===== src/rtl/spi_miso_tx_pkg.sv =====
// Shared definitions for the SPI slave transmit path: frame length and FSM state encoding.
package spi_miso_tx_pkg;

    localparam int unsigned SPI_WORD_BITS = 16;
    localparam int unsigned BIT_CNT_W     = $clog2(SPI_WORD_BITS) + 1;

    typedef enum logic [1:0] {
        StResync = 2'd0,
        StIdle   = 2'd1,
        StShift  = 2'd2,
        StDrain  = 2'd3
    } tx_state_e;

endpackage


===== src/rtl/spi_miso_tx_fifo_sync.sv =====
// Single-clock word FIFO with occupancy count; head word is presented combinationally.
module spi_miso_tx_fifo_sync #(
    parameter int unsigned WIDTH = 16,
    parameter int unsigned DEPTH = 4,
    localparam int unsigned PTR_W = $clog2(DEPTH),
    localparam int unsigned LVL_W = PTR_W + 1
) (
    input  logic             i_clk,
    input  logic             i_nrst,
    input  logic             i_push,
    input  logic [WIDTH-1:0] i_data,
    input  logic             i_pop,
    output logic [WIDTH-1:0] o_data,
    output logic             o_full,
    output logic             o_empty,
    output logic [LVL_W-1:0] o_level
);

    logic [WIDTH-1:0] r_mem [DEPTH];
    logic [PTR_W-1:0] r_wr_ptr;
    logic [PTR_W-1:0] r_rd_ptr;
    logic [LVL_W-1:0] r_level;
    logic             r_full;

    logic             w_push;
    logic             w_pop;
    logic [LVL_W-1:0] w_level_d;

    assign w_push = i_push & ~r_full;
    assign w_pop  = i_pop & (r_level != '0);

    always_comb begin
        w_level_d = r_level;
        if (w_push && !w_pop) begin
            w_level_d = r_level + LVL_W'(1);
        end else if (w_pop && !w_push) begin
            w_level_d = r_level - LVL_W'(1);
        end
    end

    // Full reads 1 while in reset so producers hold off until the first released edge.
    always_ff @(posedge i_clk) begin
        if (!i_nrst) begin
            r_wr_ptr <= '0;
            r_rd_ptr <= '0;
            r_level  <= '0;
            r_full   <= 1'b1;
        end else begin
            if (w_push) begin
                r_wr_ptr <= r_wr_ptr + PTR_W'(1);
            end
            if (w_pop) begin
                r_rd_ptr <= r_rd_ptr + PTR_W'(1);
            end
            r_level <= w_level_d;
            r_full  <= (w_level_d == LVL_W'(DEPTH));
        end
    end

    always_ff @(posedge i_clk) begin
        if (w_push) begin
            r_mem[r_wr_ptr] <= i_data;
        end
    end

    assign o_data  = r_mem[r_rd_ptr];
    assign o_full  = r_full;
    assign o_empty = (r_level == '0);
    assign o_level = r_level;

endmodule


===== src/rtl/spi_miso_tx.sv =====
// SPI mode-0 slave transmitter: oversamples ncs/spck on pck0 and shifts queued
// 16-bit words out on miso, MSB first.
module spi_miso_tx
    import spi_miso_tx_pkg::*;
#(
    parameter int unsigned DEPTH = 4,
    parameter int unsigned WIDTH = SPI_WORD_BITS,
    localparam int unsigned LVL_W = $clog2(DEPTH) + 1
) (
    input  logic             i_pck0,
    input  logic             i_nrst,
    input  logic             i_spck,
    input  logic             i_ncs,
    output logic             o_miso,
    input  logic [WIDTH-1:0] i_tx_data,
    input  logic             i_tx_valid,
    output logic             o_tx_ready,
    output logic [LVL_W-1:0] o_level,
    output logic             o_frame_done,
    output logic             o_frame_short,
    output logic             o_underrun
);

    logic r_ncs_meta, r_ncs_sync, r_ncs_prev;
    logic r_spck_meta, r_spck_sync, r_spck_prev;

    always_ff @(posedge i_pck0) begin
        if (!i_nrst) begin
            r_ncs_meta  <= 1'b1;
            r_ncs_sync  <= 1'b1;
            r_ncs_prev  <= 1'b1;
            r_spck_meta <= 1'b0;
            r_spck_sync <= 1'b0;
            r_spck_prev <= 1'b0;
        end else begin
            r_ncs_meta  <= i_ncs;
            r_ncs_sync  <= r_ncs_meta;
            r_ncs_prev  <= r_ncs_sync;
            r_spck_meta <= i_spck;
            r_spck_sync <= r_spck_meta;
            r_spck_prev <= r_spck_sync;
        end
    end

    logic w_ncs_fall, w_ncs_rise, w_spck_rise, w_spck_fall;

    assign w_ncs_fall  = r_ncs_prev & ~r_ncs_sync;
    assign w_ncs_rise  = ~r_ncs_prev & r_ncs_sync;
    assign w_spck_rise = ~r_spck_prev & r_spck_sync;
    assign w_spck_fall = r_spck_prev & ~r_spck_sync;

    logic             w_fifo_push;
    logic             w_fifo_pop;
    logic [WIDTH-1:0] w_fifo_data;
    logic             w_fifo_full;
    logic             w_fifo_empty;

    assign w_fifo_push = i_tx_valid & ~w_fifo_full;

    spi_miso_tx_fifo_sync #(
        .WIDTH (WIDTH),
        .DEPTH (DEPTH)
    ) u_fifo (
        .i_clk   (i_pck0),
        .i_nrst  (i_nrst),
        .i_push  (w_fifo_push),
        .i_data  (i_tx_data),
        .i_pop   (w_fifo_pop),
        .o_data  (w_fifo_data),
        .o_full  (w_fifo_full),
        .o_empty (w_fifo_empty),
        .o_level (o_level)
    );

    assign o_tx_ready = ~w_fifo_full;

    tx_state_e            r_state, w_state_d;
    logic [WIDTH-1:0]     r_shift, w_shift_d;
    logic [BIT_CNT_W-1:0] r_bit_cnt, w_bit_cnt_d;
    logic [1:0]           r_warm;
    logic                 r_miso, w_miso_d;
    logic                 r_frame_done, w_frame_done_d;
    logic                 r_frame_short, w_frame_short_d;
    logic                 r_underrun, w_underrun_d;

    always_comb begin
        w_state_d       = r_state;
        w_shift_d       = r_shift;
        w_bit_cnt_d     = r_bit_cnt;
        w_fifo_pop      = 1'b0;
        w_frame_done_d  = 1'b0;
        w_frame_short_d = 1'b0;
        w_underrun_d    = 1'b0;

        unique case (r_state)
            StResync: begin
                // Synchronizer output is trusted only once two real samples have landed.
                if (r_warm[1] && r_ncs_sync) begin
                    w_state_d = StIdle;
                end
            end
            StIdle: begin
                if (w_ncs_fall) begin
                    if (!w_fifo_empty) begin
                        w_fifo_pop = 1'b1;
                        w_shift_d  = w_fifo_data;
                    end else begin
                        w_shift_d    = '0;
                        w_underrun_d = 1'b1;
                    end
                    w_bit_cnt_d = '0;
                    w_state_d   = StShift;
                end
            end
            StShift, StDrain: begin
                if (w_ncs_rise) begin
                    w_state_d = StIdle;
                    if (r_bit_cnt == BIT_CNT_W'(SPI_WORD_BITS)) begin
                        w_frame_done_d = 1'b1;
                    end else begin
                        w_frame_short_d = 1'b1;
                    end
                end else begin
                    if (w_spck_rise && (r_state == StShift)) begin
                        w_bit_cnt_d = r_bit_cnt + BIT_CNT_W'(1);
                        if (w_bit_cnt_d == BIT_CNT_W'(SPI_WORD_BITS)) begin
                            w_state_d = StDrain;
                        end
                    end
                    if (w_spck_fall) begin
                        w_shift_d = {r_shift[WIDTH-2:0], 1'b0};
                    end
                end
            end
            default: w_state_d = StResync;
        endcase

        w_miso_d = (w_state_d == StShift) ? w_shift_d[WIDTH-1] : 1'b0;
    end

    always_ff @(posedge i_pck0) begin
        if (!i_nrst) begin
            r_state       <= StResync;
            r_shift       <= '0;
            r_bit_cnt     <= '0;
            r_warm        <= '0;
            r_miso        <= 1'b0;
            r_frame_done  <= 1'b0;
            r_frame_short <= 1'b0;
            r_underrun    <= 1'b0;
        end else begin
            r_state       <= w_state_d;
            r_shift       <= w_shift_d;
            r_bit_cnt     <= w_bit_cnt_d;
            r_warm        <= (r_warm == 2'd3) ? r_warm : r_warm + 2'd1;
            r_miso        <= w_miso_d;
            r_frame_done  <= w_frame_done_d;
            r_frame_short <= w_frame_short_d;
            r_underrun    <= w_underrun_d;
        end
    end

    assign o_miso        = r_miso;
    assign o_frame_done  = r_frame_done;
    assign o_frame_short = r_frame_short;
    assign o_underrun    = r_underrun;

endmodule


===== config.mk =====
export PLATFORM = sky130hd
export DESIGN_NAME = spi_miso_tx
export DESIGN_NICKNAME = d
export VERILOG_FILES = /design/src/rtl/spi_miso_tx_pkg.sv /design/src/rtl/spi_miso_tx_fifo_sync.sv /design/src/rtl/spi_miso_tx.sv
export SDC_FILE = /design/constraint.sdc
export NUM_CORES = 1
export LEC_CHECK = 0
export BUFFER_PORTS_ARGS = -buffer_cell sky130_fd_sc_hd__buf_2
export CORE_MARGIN = 2
export CORE_UTILIZATION = 40
export CTS_BUF_LIST = sky130_fd_sc_hd__clkbuf_8
export DETAILED_ROUTE_END_ITERATION = 10
export PLACE_DENSITY = 0.64
export SLEW_MARGIN = 20
export SYNTH_ARGS = -nofsm -noshare
export SYNTH_HDL_FRONTEND = slang
export SYNTH_HIERARCHICAL = 1
export SYNTH_SLANG_ARGS = --single-unit

===== constraint.sdc =====
create_clock -name i_pck0 -period 2 [get_ports i_pck0]
set_input_delay 0.3 -clock i_pck0 [delete_from_list [all_inputs] [get_ports i_pck0]]
set_output_delay 0.3 -clock i_pck0 [all_outputs]
set_load 0.01 [all_outputs]

Yosys cells after proc, flatten, opt, wreduce, memory -nomap -nowiden
Memories as Yosys holds them, arrays and structs flattened. A register that Yosys moved wholly into a read port is not among the register bits.
Index checks and enable logic that the tools add are counted.
- register bits: 43
- RAM bits: 64
- output and inout port bits: 8
- word-level logic and storage cells: 93
- memories: 1
- $add $sub $neg: 6
- eq/ne operators: 12
- multiplexer cells: 27
- bitwise gates (word level): 12
- reductions and logical operators: 16
- memory list (name ; words ; bits a word ; rd ports ; clocked after Yosys merged registers in ; write ports ; line ; text):
    u_fifo.r_mem ; 4 ; 16 ; 1 ; 1 ; 1 ; spi_miso_tx_fifo_sync.sv:19 ; logic [WIDTH-1:0] r_mem [DEPTH];
- operators by type and width (operator ; number):
    $mux W16 ; 4
    $pmux W16 S2 ; 1
    $mux W5 ; 3
    $mux W2 ; 7
    $eq A5 B5 Y1 const B ; 2
    $pmux W5 S2 ; 1
    $eq A2 B2 Y1 const B ; 4
    $mux W1 ; 8
    $ne A2 B2 Y1 const B ; 4
    $reduce_and A4 Y1 ; 2
    $and A1 B1 Y1 ; 7
    $add A2 B1 Y2 const B ; 3
    $mux W3 ; 2
    $pmux W2 S3 ; 1
    $reduce_and A3 Y1 ; 2
    $add A5 B1 Y5 const B ; 1
    $not A1 Y1 ; 5
    $logic_and A1 B1 Y1 ; 4
    $add A3 B1 Y3 const B ; 1
    $eq A3 B3 Y1 const B ; 1
    $logic_not A3 Y1 ; 1
    $reduce_bool A3 Y1 ; 1
    $sub A3 B1 Y3 const B ; 1
    $eq A2 B1 Y1 const B ; 1
    other kinds (5) ; 6

Logic depth before layout (Yosys ltp)
Gate-level depths: netlist of run 1.
- depth after elaboration: 9
- depth in mapped cells: 9
- depth with buffers taken out: 8

By module
Netlist of run 1, hierarchy kept.
- modules (own cells, without submodules) (module ; times used ; cells each ; area an instance (µm²)):
    spi_miso_tx_fifo_sync ; 1 ; 148 ; 2954.1
    spi_miso_tx ; 1 ; 180 ; 1626.6

Worst setup path before layout of run 1
Ideal clock, no wire load.
- kind: reg2reg
- start: reg u_fifo.r_level[0] (netlist: u_fifo/o_level[0])
- end: reg r_shift[2]
- setup time: 0.088 ns
- data arrival time: 1.660 ns
- required time: 1.912 ns
- path slack: 0.252 ns
- cell stages (with the launch flop): 8
- buffers on the path: 1
- clock period less this slack: 1.748 ns
- path through: dfxtp_1 > inv_1 > ha_1 > ha_1 > inv_1 > clkbuf_1 > a21oi_1 > a311oi_2
- word-level cells in the longest chain between the ends: 4
- ends and longest elaborated chain (what ; line ; text):
    start: declaration ; spi_miso_tx_fifo_sync.sv:22 ; logic [LVL_W-1:0] r_level;
    start signal: assignment ; spi_miso_tx_fifo_sync.sv:55 ; r_level <= w_level_d;
    $logic_not A3 Y1 ; spi_miso_tx_fifo_sync.sv:68 ; assign o_empty = (r_level == '0);
    via w_fifo_empty ; spi_miso_tx.sv:56 ; logic w_fifo_empty;
    $mux W16 ; spi_miso_tx.sv:104 ; if (!w_fifo_empty) begin
    $mux W16 ; spi_miso_tx.sv:103 ; if (w_ncs_fall) begin
    $pmux W16 S2 ; spi_miso_tx.sv:95 ; unique case (r_state)
    end signal: assignment ; spi_miso_tx.sv:153 ; r_shift <= w_shift_d;
    end: declaration ; spi_miso_tx.sv:78 ; logic [WIDTH-1:0] r_shift, w_shift_d;
The timed path passes the listed nets, and every way through them passes these cells. The select of a mux whose other input is x is not followed.
A chain may end at the register's enable or synchronous reset.

Worst setup path in the final report of run 1
- start: reg u_fifo.r_level[1] (netlist: u_fifo/o_level[1])
- end: reg u_fifo.r_full (netlist: u_fifo/o_full)
- word-level cells in the longest chain between the ends: 9
- elaborated cells between the ends (all ways): 14
- those cells by class: 2 x add/sub; 1 x eq/ne; 5 x mux; 1 x bitwise; 5 x reduce/logical
- ends and longest elaborated chain (what ; line ; text):
    $logic_not A3 Y1 (*) ; spi_miso_tx_fifo_sync.sv:68 ;
    via w_fifo_empty ; spi_miso_tx.sv:56 ;
    $mux W1 (*) ; spi_miso_tx.sv:104 ;
    $mux W1 (*) ; spi_miso_tx.sv:103 ;
    $mux W1 (*) ; spi_miso_tx.sv:95 ;
    via w_fifo_pop ; spi_miso_tx.sv:53 ; logic w_fifo_pop;
    $and A1 B1 Y1 (*) ; spi_miso_tx_fifo_sync.sv:30 ; assign w_pop = i_pop & (r_level != '0);
    $logic_and A1 B1 Y1 / $logic_not A1 Y1 (equally long branches) ; spi_miso_tx_fifo_sync.sv:36, spi_miso_tx_fifo_sync.sv:34 ;
    $mux W3 / $logic_and A1 B1 Y1 (equally long branches) ; spi_miso_tx_fifo_sync.sv:36, spi_miso_tx_fifo_sync.sv:34 ;
    $mux W3 (*) ; spi_miso_tx_fifo_sync.sv:34 ; if (w_push && !w_pop) begin
    $eq A3 B3 Y1 (*) ; spi_miso_tx_fifo_sync.sv:56 ; r_full <= (w_level_d == LVL_W'(DEPTH));
    end signal: assignment ; spi_miso_tx_fifo_sync.sv:56 ;
    end: declaration ; spi_miso_tx_fifo_sync.sv:23 ; logic r_full;
Mark *: on every way through the listed nets, which the timed path passes. The rest lies on a longest branch.

==> results.py, run 1 <==
metrics = {
    "status": {
        "status": "complete, no violations",
    },
    "timing": {
        "tightest_slew_ns": 0.483,
        "hold_violations": 0,
        "max_freq_mhz": 539,
        "setup_viol": 0,
        "slew_headroom_pct": 67.8,
        "fin_tns_setup_ns": 0,
        "fin_skew_ns": 0.0143,
        "slew_violations": 0,
        "post-route-min-period_ns": 1.85,
        "rsz0062_at_grt": "false",
        "fin_crit_sh_pct": 92.7,
    },
    "worst_setup_path": {
        "regToRegSetupSlack_ns": 0.15,
        "cp.required_ns": 2.26,
        "regToRegStartpoint": "u_fifo/o_level[1]$_SDFF_PN0_",
        "crit_type": "reg2reg",
        "path_cells": "inv_1 -> ha_1 -> ha_1 -> nor2_2 -> and2b_1 -> xnor2_2 -> a211oi_1 -> o21ai_1",
        "slowest_stage": "dfxtp_1",
        "r2r_end": "u_fifo/o_full$_SDFF_PN1_",
        "ff2ff_path_depth": 8,
        "cp_max_fo": 4,
        "critical_path_buf_inv_count": 1,
        "path_common_cell": "ha_1",
        "worst_setup_path_end_kind": "register",
        "cpLargestDelayFamily": "adder cells",
        "cp.arrival_ns": 2.11,
        "start_kind": "register",
        "critPathMaxStageDelay_ns": 0.38,
    },
    "yosys": {
        "avgSynthCellArea_um2": 14.0,
        "yosysTopAreaCell": "edfxtp_1",
        "synthTopCellsByCount": "edfxtp_1, dfxtp_1, nand2_1, a21oi_1, mux4_2",
        "yosysUniqueCellTypes": 58,
        "synth-simple-area-share_pct": 12.3,
        "yosysMostFrequentCell": "edfxtp_1",
        "synthTopCellsByArea": "edfxtp_1, dfxtp_1, mux4_2, a311oi_2, nand2_1",
        "yosys_warnings": 6,
        "netlist_area_um2": 4580,
        "muxShareOfSynthArea_pct": 8.33,
        "synth_compound_area_share_pct": 9.61,
        "synth_edf_count": 64,
        "netlist.area_leader.share_pct": 42.0,
        "synthAdderAreaFrac_pct": 2.73,
        "synth_top_family_by_area": "simple AND/OR/NAND/NOR gates",
        "syn_inst": 328,
        "synthXorXnorAreaFrac_pct": 1.31,
        "synth_nets": 359,
        "ys_seq_area_share_pct": 61.6,
        "async_flop_share_pct": 0,
        "ys.flop_type": "edfxtp_1",
        "ys_ff_latch": 109,
    },
    "flow_run": {
        "cap_viol_max_count": 0,
    },
    "floorplanning": {
        "core_um2": 11300,
        "start_util_pct": 40.6,
        "die_y_um": 111,
        "rows": 39,
        "design.die.area_um2": 12300,
        "die_w_um": 111,
        "ios": 29,
    },
    "layout": {
        "multi_input_area_um2": 1570,
        "syn_to_final_growth_pct": 11.0,
        "insertedDiodeCount": 0,
        "fin_nets": 392,
        "seqCellArea_um2": 2820,
        "fill_cells": 993,
        "drive_gt1_share_pct": 26.5,
    },
    "detailed_routing": {
        "drtIter0Drc": 151,
        "dr.pass1.iters": 5,
        "wl_per_cell_um": 15.6,
        "viasPerCell": 5.22,
        "wirelength_mm": 7.96,
        "vias": 2655,
        "drc_errors": 0,
        "postRouteAntennaNets": 0,
    },
    "placement": {
        "dp_hpwl_mm": 5.18,
        "gp_congestion": 0.761,
        "numPortBuffers": 28,
    },
    "pwr": {
        "p_leak_nw": 1.71,
        "power_density_nw_per_um2": 811,
        "total_power_mw": 4.12,
        "vdd_ir_drop_max_mv": 0.521,
    },
    "clocking": {
        "clock_path_buffers": 2,
        "cts_max_level": 3,
        "cts-root-buf": "clkbuf_8",
        "cts_sinks": 109,
        "post_cts_resized": 0,
        "cts_hold_buf": 0,
        "post_cts_buffers": 0,
        "cts_tree": "yes",
        "clkTransAtPathRegs_ns": 0.09,
        "clk_latency_ns": 0.37,
        "cts_made_buffers": 9,
    },
    "min_path": {
        "min_path_cells": 2,
        "hold_path.class": "in2reg",
        "hp-start": "i_ncs",
        "holdPathEnd": "r_ncs_meta$_SDFF_PN1_",
    },
    "grt": {
        "first_global_vias": 2625,
        "grt_pass1_wl_mm": 13.3,
        "grt_max_degree": 31,
        "grt_usage_pct": 13.8,
        "overflow": 0,
        "antenna_found_initial": 0,
    },
}
-- how the worst max path moves through the flow --
stage                          endpoint                         start  depth (start not counted)
6_report       u_fifo/o_full$_SDFF_PN1_  u_fifo/o_level[1]$_SDFF_PN0_                          8
3_5_place_dp   u_fifo/o_full$_SDFF_PN1_  u_fifo/o_level[1]$_SDFF_PN0_                          8
4_1_cts        u_fifo/o_full$_SDFF_PN1_  u_fifo/o_level[1]$_SDFF_PN0_                          8
3_3_place_gp   u_fifo/o_full$_SDFF_PN1_  u_fifo/o_level[1]$_SDFF_PN0_                          8
5_1_grt        u_fifo/o_full$_SDFF_PN1_  u_fifo/o_level[1]$_SDFF_PN0_                          8
2_1_floorplan   r_shift[2]$_SDFFE_PN0P_  u_fifo/o_level[0]$_SDFF_PN0_                          7
-- power by group --
group	total, mW	switching [mW]	internal [mW]
clock network	1.37	0.747	0.627
registers	2.45	0.0322	2.42
logic	0.295	0.167	0.128
-- flip-flops by register name (all words and copies together) (netlist names), named ones only --
name / cells
u_fifo/r_mem: 64
r_shift: 16
r_bit_cnt: 5
u_fifo/o_level: 3
r_state: 2
r_warm: 2
u_fifo/r_rd_ptr: 2
u_fifo/r_wr_ptr: 2
o_frame_done: 1
o_frame_short: 1
o_miso: 1
o_underrun: 1
r_ncs_meta: 1
r_ncs_prev: 1
r_ncs_sync: 1
r_spck_meta: 1
r_spck_prev: 1
r_spck_sync: 1
u_fifo/o_full: 1
-- stage by stage --
stage	instances	hold WS [ns]	worst slack (ns)	utilization [%]	instance area [µm²]
floorplan	328	0.373	0.252	-	4580
global placement	493	0.400	0.250	43.2	4870
detailed placement	493	0.402	0.162	43.2	4870
CTS	509	0.0947	0.136	45.1	5080
global route	509	0.108	0.0119	45.1	5080
finish	509	0.115	0.145	45.1	5080
-- layout by cell type, fill, tap and decap left out, types with 3 or more instances in the layout --
master     instances
inv_1             13
buf_2             28
nor3_1             4
nor2b_1            5
nor2_1             9
nand2_1           37
buf_4             10
a21oi_1           23
a311oi_1           5
nand2b_1           5
clkbuf_8          10
nand4bb_1          3
nand3b_1           3
nand3_1            4
and2_2             4
edfxtp_1          64
ha_1              10
a311oi_2          10
xnor2_1            4
dfxtp_1           45
mux4_2            16
and2_1            10
-- per-layer routing --
layer,GRT usage (%),vias up,routed length (µm)
met4,6.26,0,163
li1,-,1285,-
met1,18.0,1308,3660
met3,3.01,12,258
met2,22.2,50,3880
met5,0,-,0
-- area by class of cell --
class                      instances  share of cell area [%]
clock buffer                      10                    2.71
clock inverter                     6                    1.40
tap                              143                    3.52
multi-input combinational        189                    31.0
sequential                       109                    55.5
inverter                          12                   0.886
timing repair buffer              40                    5.02
-- kinds of logic after synthesis --
| group | Yosys count |
|---|---|
| xor gates and xnor gates | 6 |
| muxes | 18 |
| AOI/OAI and AO/OA | 54 |
| adders and majority gates | 10 |
| buffers and inverters | 30 |
| DFF | 109 |
| and+or+nand+nor | 101 |
(Power assumes the default switching activity.)
==> run 2, diff against run 1 <==
- PLACE_DENSITY: 0.64 -> 0.63
==> run 2 against run 1 <==
  * Hold slack got worse by 0.016 ns
  * Via count decreased by 0.98%
  * Flip-flop and latch count unchanged
  * Clock-buffer cell count is 1 lower
  * Power fell by 2.2%
  * Die area unchanged
  * Setup slack got worse by 0.014 ns
  * Register-to-register slack barely moved
  * Global-route usage down 0.11 points
  * Wire length is 1.3% higher
  * Utilization fell by 0.34 points
  * Critical path type unchanged
  * Largest power group unchanged
==> results.py, run 2 (same netlist as run 1, synthesis figures left out) <==
metrics = {
    "status": {
        "status": "complete, no violations",
    },
    "detailed_routing": {
        "drc_errors": 0,
        "viasPerCell": 5.17,
        "drtIter0Drc": 213,
        "dr.pass1.iters": 4,
        "vias": 2629,
        "wl_per_cell_um": 15.8,
        "wirelength_mm": 8.07,
        "postRouteAntennaNets": 0,
    },
    "clocking": {
        "cts-root-buf": "clkbuf_8",
        "cts_hold_buf": 0,
        "clk_latency_ns": 0.38,
        "clock_path_buffers": 2,
        "cts_made_buffers": 9,
        "cts_max_level": 3,
        "post_cts_buffers": 0,
        "cts_tree": "yes",
        "post_cts_resized": 0,
        "cts_sinks": 109,
        "clkTransAtPathRegs_ns": 0.10,
    },
    "pwr": {
        "clkPwrFrac_pct": 31.8,
        "pwr-share-seq_pct": 60.9,
        "power_density_nw_per_um2": 799,
        "p_comb_share_pct": 7.3,
        "power_switching_mw": 0.997,
        "vdd_ir_drop_max_mv": 0.503,
        "p_leak_nw": 1.69,
        "intPower_mw": 3.04,
        "switching_share_pct": 24.7,
    },
    "grt": {
        "first_global_vias": 2587,
        "grt_pass1_wl_mm": 13.2,
        "grt_max_degree": 31,
        "overflow": 0,
        "antenna_found_initial": 0,
        "grt_usage_pct": 13.7,
    },
    "worst_setup_path": {
        "worst_setup_path_end_kind": "register",
        "cp.arrival_ns": 2.13,
        "regToRegStartpoint": "u_fifo/o_level[1]$_SDFF_PN0_",
        "cp.required_ns": 2.26,
        "start_kind": "register",
        "cp-startpoint": "u_fifo/o_level[1]$_SDFF_PN0_",
        "crit_type": "reg2reg",
        "cp_max_fo": 4,
    },
    "min_path": {
        "hp-start": "i_ncs",
        "hold_path.class": "in2reg",
    },
    "floorplanning": {
        "start_util_pct": 40.6,
        "design.die.area_um2": 12300,
        "core_um2": 11300,
        "die_y_um": 111,
        "ios": 29,
        "rows": 39,
        "die_w_um": 111,
    },
    "layout": {
        "insertedDiodeCount": 0,
        "fill_cells": 980,
        "syn_to_final_growth_pct": 10.2,
        "fin_nets": 392,
        "largest_register_ffs": 64,
        "utilization_pct": 44.8,
        "drive_gt1_share_pct": 26.2,
        "reg.largest.list": "u_fifo/r_mem x64, r_shift x16, r_bit_cnt x5",
        "final_cell_mix": "edfxtp_1, dfxtp_1, nand2_1",
        "top_register": "u_fifo/r_mem",
        "layout_commonest_cell": "edfxtp_1",
    },
    "timing": {
        "fin_crit_sh_pct": 93.4,
        "hold_violations": 0,
        "post-route-min-period_ns": 1.87,
        "fin_tns_setup_ns": 0,
        "rsz0062_at_grt": "false",
        "slew_violations": 0,
        "max_freq_mhz": 535,
        "setup_viol": 0,
        "fin_skew_ns": 0.0115,
        "tightest_slew_ns": 0.489,
        "slew_headroom_pct": 67.4,
    },
    "placement": {
        "dp_hpwl_mm": 5.15,
        "gp_congestion": 0.825,
        "numPortBuffers": 28,
    },
    "flow_run": {
        "cap_viol_max_count": 0,
    },
}
run 2: cell type report:
class                   instances  area (µm²)  area share, %
well taps                     143         179           3.55
inverters                      12        45.0          0.893
repair buffers                 40         243           4.81
clock inverters                 7        61.3           1.21
flip-flops and latches        109        2820           55.9
clock buffers                   9         124           2.45
multi-input cells             189        1570           31.1
run 2: worst paths after layout:
path	depth (start not counted)	slack (ns)	end
setup / recovery	8	0.13	u_fifo/o_full$_SDFF_PN1_
hold / removal	2	0.1	r_ncs_meta$_SDFF_PN1_
setup reg to reg	8	0.13	u_fifo/o_full$_SDFF_PN1_
hold reg to reg	1	0.42	r_ncs_sync$_SDFF_PN1_
run 2: routing by layer:
| layer | track usage [%] | wire length, µm | vias to the layer above |
|---|---|---|---|
| met5 | 0 | 0 | - |
| met4 | 5.43 | 100 | 0 |
| met3 | 3.55 | 268 | 7 |
| met2 | 21.1 | 3920 | 38 |
| met1 | 18.5 | 3780 | 1303 |
| li1 | - | - | 1281 |
run 2: through the flow:
step           worst slack [ns]  total power [mW]  area [µm²]  hold slack (ns)  instances
2_1_floorplan             0.252              2.70        4580            0.373        328
3_3_place_gp              0.246              2.79        4860            0.395        493
3_5_place_dp              0.147              2.80        4860            0.392        493
4_1_cts                   0.115              4.08        5040           0.0784        509
5_1_grt                  0.0116              4.22        5050            0.108        509
6_report                  0.131              4.03        5050           0.0990        509
run 2: critical path: stages (launching register included):
cell and delay (ns):
dfxtp_1 0.39, inv_1 0.10, ha_1 0.19, ha_1 0.22, nor2_1 0.23, and2b_1 0.25, xnor2_2 0.10, a211oi_1 0.21
o21ai_1 0.08
run 2: power groups by stage:
stage / logic [mW] / registers (mW) / clock network, mW
finish: 0.294 / 2.45 / 1.28
global route: 0.333 / 2.46 / 1.43
CTS: 0.297 / 2.46 / 1.33
detailed placement: 0.295 / 2.51 / 0
global placement: 0.287 / 2.50 / 0
floorplan: 0.194 / 2.50 / 0
